--- src/rtl/r8_result_serializer_if.sv ---
// Handshake bundle between the radix-8 butterfly outputs and the result serializer.
// The serializer takes the slave modport; the butterfly side and the bench take the master modport.
interface r8_result_serializer_if #(
  parameter int width = 32
);
  logic             in_valid;
  logic             in_ready;
  logic             in_select;
  logic [width-1:0] in_word_1;
  logic [width-1:0] in_word_2;
  logic [width-1:0] in_word_3;
  logic [width-1:0] in_word_4;
  logic [width-1:0] in_word_5;
  logic [width-1:0] in_word_6;
  logic [width-1:0] in_word_7;
  logic [width-1:0] in_word_8;

  logic             out_valid;
  logic             out_ready;
  logic [width-1:0] out_data;
  logic [2:0]       out_index;
  logic             out_last;
  logic             out_stage_done;
  logic [15:0]      beat_count;

  modport master (
    output in_valid, in_select,
    output in_word_1, in_word_2, in_word_3, in_word_4,
    output in_word_5, in_word_6, in_word_7, in_word_8,
    output out_ready,
    input  in_ready, out_valid, out_data, out_index, out_last, out_stage_done, beat_count
  );

  modport slave (
    input  in_valid, in_select,
    input  in_word_1, in_word_2, in_word_3, in_word_4,
    input  in_word_5, in_word_6, in_word_7, in_word_8,
    input  out_ready,
    output in_ready, out_valid, out_data, out_index, out_last, out_stage_done, beat_count
  );
endinterface

--- src/rtl/r8_result_serializer.sv ---
// Two-beat buffer that turns 8-word butterfly results into a one-word-per-cycle coefficient stream.
// Optional INTT scaling by N^-1 mod Q at capture is compiled in with `define INTT_SCALE_EN.
module r8_result_serializer #(
  parameter int width           = 32,
  parameter int Q               = 12289,
  parameter int N_INV           = 12265,
  parameter int BEATS_PER_STAGE = 64
) (
  input logic                  clk,
  input logic                  rst_n,
  r8_result_serializer_if.slave bus
);

  typedef enum logic [1:0] {
    OCC_EMPTY = 2'd0,
    OCC_ONE   = 2'd1,
    OCC_FULL  = 2'd2
  } occ_t;

  localparam logic [15:0] LAST_BEAT = 16'(BEATS_PER_STAGE - 1);

  if (BEATS_PER_STAGE < 1 || N_INV >= Q) begin : g_param_check
    $error("r8_result_serializer: BEATS_PER_STAGE must be >= 1 and N_INV < Q");
  end

  occ_t             occ, occ_next;
  logic             wr_ptr, rd_ptr;
  logic [2:0]       out_index;
  logic [15:0]      beat_count;
  logic [width-1:0] slot_word [2][8];
  logic [width-1:0] cap_word  [8];

  logic in_ready_c, out_valid_c, capture, transfer, retire, stage_end;

`ifdef INTT_SCALE_EN
  // Full double-width product reduced mod Q before it reaches the slot register.
  function automatic logic [width-1:0] scale_word(input logic [width-1:0] w);
    logic [2*width-1:0] prod;
    prod = (2*width)'(w) * (2*width)'(N_INV);
    return width'(prod % (2*width)'(Q));
  endfunction
`endif

  always_comb begin
    cap_word[0] = bus.in_word_1;
    cap_word[1] = bus.in_word_2;
    cap_word[2] = bus.in_word_3;
    cap_word[3] = bus.in_word_4;
    cap_word[4] = bus.in_word_5;
    cap_word[5] = bus.in_word_6;
    cap_word[6] = bus.in_word_7;
    cap_word[7] = bus.in_word_8;
`ifdef INTT_SCALE_EN
    if (bus.in_select) begin
      for (int i = 0; i < 8; i++) cap_word[i] = scale_word(cap_word[i]);
    end
`endif
  end

  // NOTE: every signal driven here gets a default before any branch, so no path leaves one
  // unassigned and no latch is inferred.
  always_comb begin
    occ_next    = occ;
    in_ready_c  = (occ != OCC_FULL);
    out_valid_c = (occ != OCC_EMPTY);
    capture     = bus.in_valid && in_ready_c;
    transfer    = out_valid_c && bus.out_ready;
    retire      = transfer && (out_index == 3'd7);
    stage_end   = retire && (beat_count == LAST_BEAT);
    case (occ)
      OCC_EMPTY: if (capture) occ_next = OCC_ONE;
      OCC_ONE: begin
        if (capture && !retire)      occ_next = OCC_FULL;
        else if (!capture && retire) occ_next = OCC_EMPTY;
      end
      OCC_FULL:  if (retire) occ_next = OCC_ONE;
      default:   occ_next = OCC_EMPTY;
    endcase
  end

  // NOTE: state registers use non-blocking assignments so every flop samples the
  // pre-edge values of the others, independent of block ordering.
  always_ff @(posedge clk or negedge rst_n) begin
    if (!rst_n) occ <= OCC_EMPTY;
    else        occ <= occ_next;
  end

  always_ff @(posedge clk or negedge rst_n) begin
    if (!rst_n) begin
      wr_ptr     <= 1'b0;
      rd_ptr     <= 1'b0;
      out_index  <= 3'd0;
      beat_count <= 16'd0;
    end else begin
      if (capture) wr_ptr <= ~wr_ptr;
      if (transfer) out_index <= out_index + 3'd1;
      if (retire) begin
        rd_ptr     <= ~rd_ptr;
        beat_count <= stage_end ? 16'd0 : beat_count + 16'd1;
      end
    end
  end

  // NOTE: the slot storage has no reset; a slot is only read while occupancy says it
  // holds a captured beat, and out_data is forced to zero otherwise.
  always_ff @(posedge clk) begin
    if (capture) begin
      for (int i = 0; i < 8; i++) slot_word[wr_ptr][i] <= cap_word[i];
    end
  end

  assign bus.in_ready       = in_ready_c;
  assign bus.out_valid      = out_valid_c;
  assign bus.out_data       = out_valid_c ? slot_word[rd_ptr][out_index] : '0;
  assign bus.out_index      = out_index;
  assign bus.out_last       = (out_index == 3'd7);
  assign bus.out_stage_done = out_valid_c && (out_index == 3'd7) && (beat_count == LAST_BEAT);
  assign bus.beat_count     = beat_count;

endmodule

--- src/flat_wrapper.sv ---
// flat-port wrapper written by rule: the top's interface ports become plain ports
module r8_result_serializer_flat 
#(
  parameter int width           = 32,
  parameter int Q               = 12289,
  parameter int N_INV           = 12265,
  parameter int BEATS_PER_STAGE = 64
)
  (clk, rst_n, bus_in_valid, bus_in_select, bus_in_word_1, bus_in_word_2, bus_in_word_3, bus_in_word_4, bus_in_word_5, bus_in_word_6, bus_in_word_7, bus_in_word_8, bus_out_ready, bus_in_ready, bus_out_valid, bus_out_data, bus_out_index, bus_out_last, bus_out_stage_done, bus_beat_count);
  r8_result_serializer_if #(.width(width)) bus_i ();
  input logic clk;
  input logic rst_n;
  input wire logic [$bits(bus_i.in_valid)-1:0] bus_in_valid;
  input wire logic [$bits(bus_i.in_select)-1:0] bus_in_select;
  input wire logic [$bits(bus_i.in_word_1)-1:0] bus_in_word_1;
  input wire logic [$bits(bus_i.in_word_2)-1:0] bus_in_word_2;
  input wire logic [$bits(bus_i.in_word_3)-1:0] bus_in_word_3;
  input wire logic [$bits(bus_i.in_word_4)-1:0] bus_in_word_4;
  input wire logic [$bits(bus_i.in_word_5)-1:0] bus_in_word_5;
  input wire logic [$bits(bus_i.in_word_6)-1:0] bus_in_word_6;
  input wire logic [$bits(bus_i.in_word_7)-1:0] bus_in_word_7;
  input wire logic [$bits(bus_i.in_word_8)-1:0] bus_in_word_8;
  input wire logic [$bits(bus_i.out_ready)-1:0] bus_out_ready;
  output wire logic [$bits(bus_i.in_ready)-1:0] bus_in_ready;
  output wire logic [$bits(bus_i.out_valid)-1:0] bus_out_valid;
  output wire logic [$bits(bus_i.out_data)-1:0] bus_out_data;
  output wire logic [$bits(bus_i.out_index)-1:0] bus_out_index;
  output wire logic [$bits(bus_i.out_last)-1:0] bus_out_last;
  output wire logic [$bits(bus_i.out_stage_done)-1:0] bus_out_stage_done;
  output wire logic [$bits(bus_i.beat_count)-1:0] bus_beat_count;
  assign bus_i.in_valid = bus_in_valid;
  assign bus_i.in_select = bus_in_select;
  assign bus_i.in_word_1 = bus_in_word_1;
  assign bus_i.in_word_2 = bus_in_word_2;
  assign bus_i.in_word_3 = bus_in_word_3;
  assign bus_i.in_word_4 = bus_in_word_4;
  assign bus_i.in_word_5 = bus_in_word_5;
  assign bus_i.in_word_6 = bus_in_word_6;
  assign bus_i.in_word_7 = bus_in_word_7;
  assign bus_i.in_word_8 = bus_in_word_8;
  assign bus_i.out_ready = bus_out_ready;
  assign bus_in_ready = bus_i.in_ready;
  assign bus_out_valid = bus_i.out_valid;
  assign bus_out_data = bus_i.out_data;
  assign bus_out_index = bus_i.out_index;
  assign bus_out_last = bus_i.out_last;
  assign bus_out_stage_done = bus_i.out_stage_done;
  assign bus_beat_count = bus_i.beat_count;
  r8_result_serializer #(.width(width), .Q(Q), .N_INV(N_INV), .BEATS_PER_STAGE(BEATS_PER_STAGE)) u_core (.clk(clk), .rst_n(rst_n), .bus(bus_i));
endmodule
--- config.mk ---
export PLATFORM = sky130hd
export DESIGN_NAME = r8_result_serializer_flat
export DESIGN_NICKNAME = d
export VERILOG_FILES = /design/src/rtl/r8_result_serializer_if.sv /design/src/rtl/r8_result_serializer.sv /design/src/flat_wrapper.sv
export SDC_FILE = /design/constraint.sdc
export NUM_CORES = 1
export LEC_CHECK = 0
export CAP_MARGIN = 10
export CORE_ASPECT_RATIO = 0.8
export CORE_MARGIN = 4
export CORE_UTILIZATION = 30
export DETAILED_ROUTE_END_ITERATION = 7
export PLACE_DENSITY = 0.59
export SYNTH_ARGS = -nofsm -noshare
export SYNTH_HDL_FRONTEND = slang
export SYNTH_SLANG_ARGS = --single-unit
--- constraint.sdc ---
create_clock -name clk -period 20.4 [get_ports clk]
set_input_delay 4.08 -clock clk [delete_from_list [all_inputs] [get_ports clk]]
set_output_delay 4.08 -clock clk [all_outputs]
set_load 0.02 [all_outputs]
==> flow_summary.yaml <==
placed_design:
  place_ws_ps: 12020
  dp.cells: 2358
  place.gp.congestion: 0.778
  dpl.hpwl_mm: 34.6
  place_area_mm2: 0.0250
  io_buffers: 314
layout:
  finalInstanceArea_mm2: 0.0269
  regArea_mm2: 0.0160
  multiInputGateArea_mm2: 0.00459
  fillers: 6333
  post_route_cells_drive_above_1_share_pct: 7.42
  area_growth_pct: 28.7
  finalNetCount: 1757
  final_common_cell: "edfxtp_1"
  final_util_pct: 39.0
  mostFrequentLayoutCells: "512 x edfxtp_1, 314 x clkdlybuf4s50_1, 256 x mux2i_1"
  stdcell_count: 2464
clocking:
  clock-sinks: 535
  cts_buffers: 56
  clk_path_buf_depth: 3
  cts_hold_buf: 0
  htreeDepth: 2
  root_buffer: "clkbuf_16"
  clk_pin_slew_ps: 60
  clk_latency_ps: 590
  post_cts_buffers: 0
  cts_tree: "done"
  ctsResizeCount: 0
timing:
  max_freq_mhz: 111
  slew_viol_final: 0
  setup_violations: 0
  hold_viol: 0
  timing.final.ws_setup_ps: 11410
  relSlewSlack_pct: 27.8
  holdWs_ps: 523
  period_minus_slack_ps: 8990
  rsz0062_at_grt: "false"
  worst_slew_pin_slew_ps: 1080
  tns_ps: 0
  final.period_utilization_pct: 44.1
  skew_ps: 15.1
outcome:
  status: "finished, final reports clean"
routing:
  initialDrtViolationCount: 593
  ant_nets: 0
  routed_wl_mm: 53.4
  viasPerCell: 4.68
  dr.pass1.iters: 5
  wire_per_inst_um: 21.7
  drc_errors: 0
  vias: 11500
global_route:
  track_usage_pct: 14.0
  grt_pass1_wl_mm: 76.9
  overflow: 0
  antenna_found_initial: 18
  grt_max_degree: 113
  grt_pass1_vias: 12200
die:
  core_area_mm2: 0.0689
  fp.dieArea_mm2: 0.0738
  die_w_um: 303
  design.portCount: 316
  placementRows: 86
  start_util_pct: 30.3
  chipHeight_um: 244
pwr:
  max-vdd-ir-drop_mv: 0.0938
  powerDensity_mw_per_mm2: 147
  p_leak_nw: 9.46
  finalPower_mw: 3.94
synthesis:
  synthTopCellsByArea: "edfxtp_1 74%, mux2i_1 12%, a22oi_1 4.6%, dfrtp_1 2.8%, nand2_1 1.4%"
  yosys.area.top_type: "edfxtp_1"
  yosys_warnings: 0
  avgSynthCellArea_um2: 17.9
  synth_cells: 1167
  ys_ff_latch: 535
  ys_types: 37
  netlist_area_mm2: 0.0209
  yosys.area.top_type_share_pct: 73.7
  syn-num-nets: 1431
  ys_seq_area_share_pct: 76.5
setup_path:
  path_class: "register to output pin"
  worstRegToRegCells: 6
  cp_slowest_cell: "dfrtp_4"
  start_kind: "register"
  crit_path_max_fanout: 53
  crit_start: "u_core.rd_ptr"
  setup.worst_path.end_class: "output pin"
  reg2reg_from: "u_core.occ[0]"
  cp-endpoint: "bus_out_data[2]"
  path_cells: "buf_4 > buf_4 > mux2i_1 > a22oi_1 > nand2_1 > o22ai_1 > clkdlybuf4s50_1"
  critPathMostFrequentCell: "buf_4"
  max_stage_delay_ps: 970
  arrival_ps: 4910
  reg2reg_to: "u_core.slot_word[0][244]"
  rrSetupSlack_ps: 16720
  crit_required_ps: 16320
worst_hold_path:
  min_path_type: "register to register"
flow_run:
  drv_cap: 0
==> report_power, final <==
group	switching (mW)	internal, mW	leakage [nW]
sequential	0.0868	1.49	5.07
clock	0.410	0.604	0.897
combinational	0.846	0.500	3.49
total	1.34	2.59	9.46
==> kinds of logic (layout without fill, tap and decap cells) <==
family / count (synthesis) / in the layout / synth area share, %
AOI/OAI and AO/OA: 170 / 170 / 5.94
xor gates and xnor gates: 16 / 16 / 0.672
DFF: 535 / 535 / 76.5
adders and majority gates: 3 / 3 / 0.180
muxes: 258 / 258 / 12.4
buffers and inverters: 68 / 437 / 1.75
other: 0 / 4 / 0
and+or+nand+nor: 117 / 117 / 2.60
==> final cells by class <==
cell class                 instances  share of cell area [%]
multi-input combinational        564                    17.1
tap                              924                    4.31
inverter                           3                  0.0419
sequential                       535                    59.4
clock inverter                    27                    1.07
timing repair buffer             333                    12.3
clock buffer                      74                    5.74
antenna                            4                  0.0373
==> flip-flops by register name, indices dropped and copies added, names as in the netlist <==
signal	count
u_core.slot_word	512
u_core.bus.beat_count	16
u_core.wr_ptr	1
u_core.rd_ptr	1
u_core.bus.out_index	3
u_core.occ	2
==> cells in the mapped netlist <==
master	number
a21oi_1	1
a22oi_1	129
nor3_1	4
a211oi_1	1
or2_2	1
edfxtp_1	512
nand3_2	1
buf_2	10
nor4_1	2
nand2_1	77
mux2i_1	256
o211ai_2	1
nor4bb_1	1
nor2b_1	3
o211a_4	1
o21ai_0	1
and3_1	3
nor4_2	2
nand4_1	5
xor2_1	8
o22ai_1	33
inv_1	3
nand3_1	7
buf_1	10
o21ai_1	1
mux2_2	2
dfrtp_1	23
a31oi_1	2
clkbuf_2	2
and4_1	1
clkbuf_1	18
ha_1	3
and2_1	1
nor2_1	8
buf_4	25
nor4_4	1
xnor2_1	8
==> how the worst min path moves through the flow <==
stage | startpoint | endpoint | slack (ps) | depth (start not counted)
after floorplan | u_core.wr_ptr | u_core.wr_ptr | 460 | 1
after global placement | u_core.bus.beat_count[15] | u_core.bus.beat_count[15] | 510 | 1
after detailed placement | u_core.bus.beat_count[15] | u_core.bus.beat_count[15] | 510 | 1
after CTS | u_core.bus.beat_count[15] | u_core.bus.beat_count[15] | 520 | 1
after global routing | u_core.bus.beat_count[15] | u_core.bus.beat_count[15] | 540 | 1
final | u_core.bus.beat_count[15] | u_core.bus.beat_count[15] | 520 | 1
==> worst max-delay path: cells and delay by family (launching register included) <==
| family | cells | cell delay (ps) |
|---|---|---|
| muxes | 1 | 160 |
| and+or+nand+nor | 1 | 140 |
| AOI/OAI and AO/OA | 2 | 570 |
| buffers and inverters | 3 | 2330 |
| DFF | 1 | 970 |
==> routing by layer <==
layer / global-route usage, % / part of all wire, %
met4: 3.53 / 2.0
met5: 0 / 0.35
met3: 5.54 / 8.9
met2: 23.5 / 49
met1: 16.8 / 40
(Power assumes the default switching activity.)
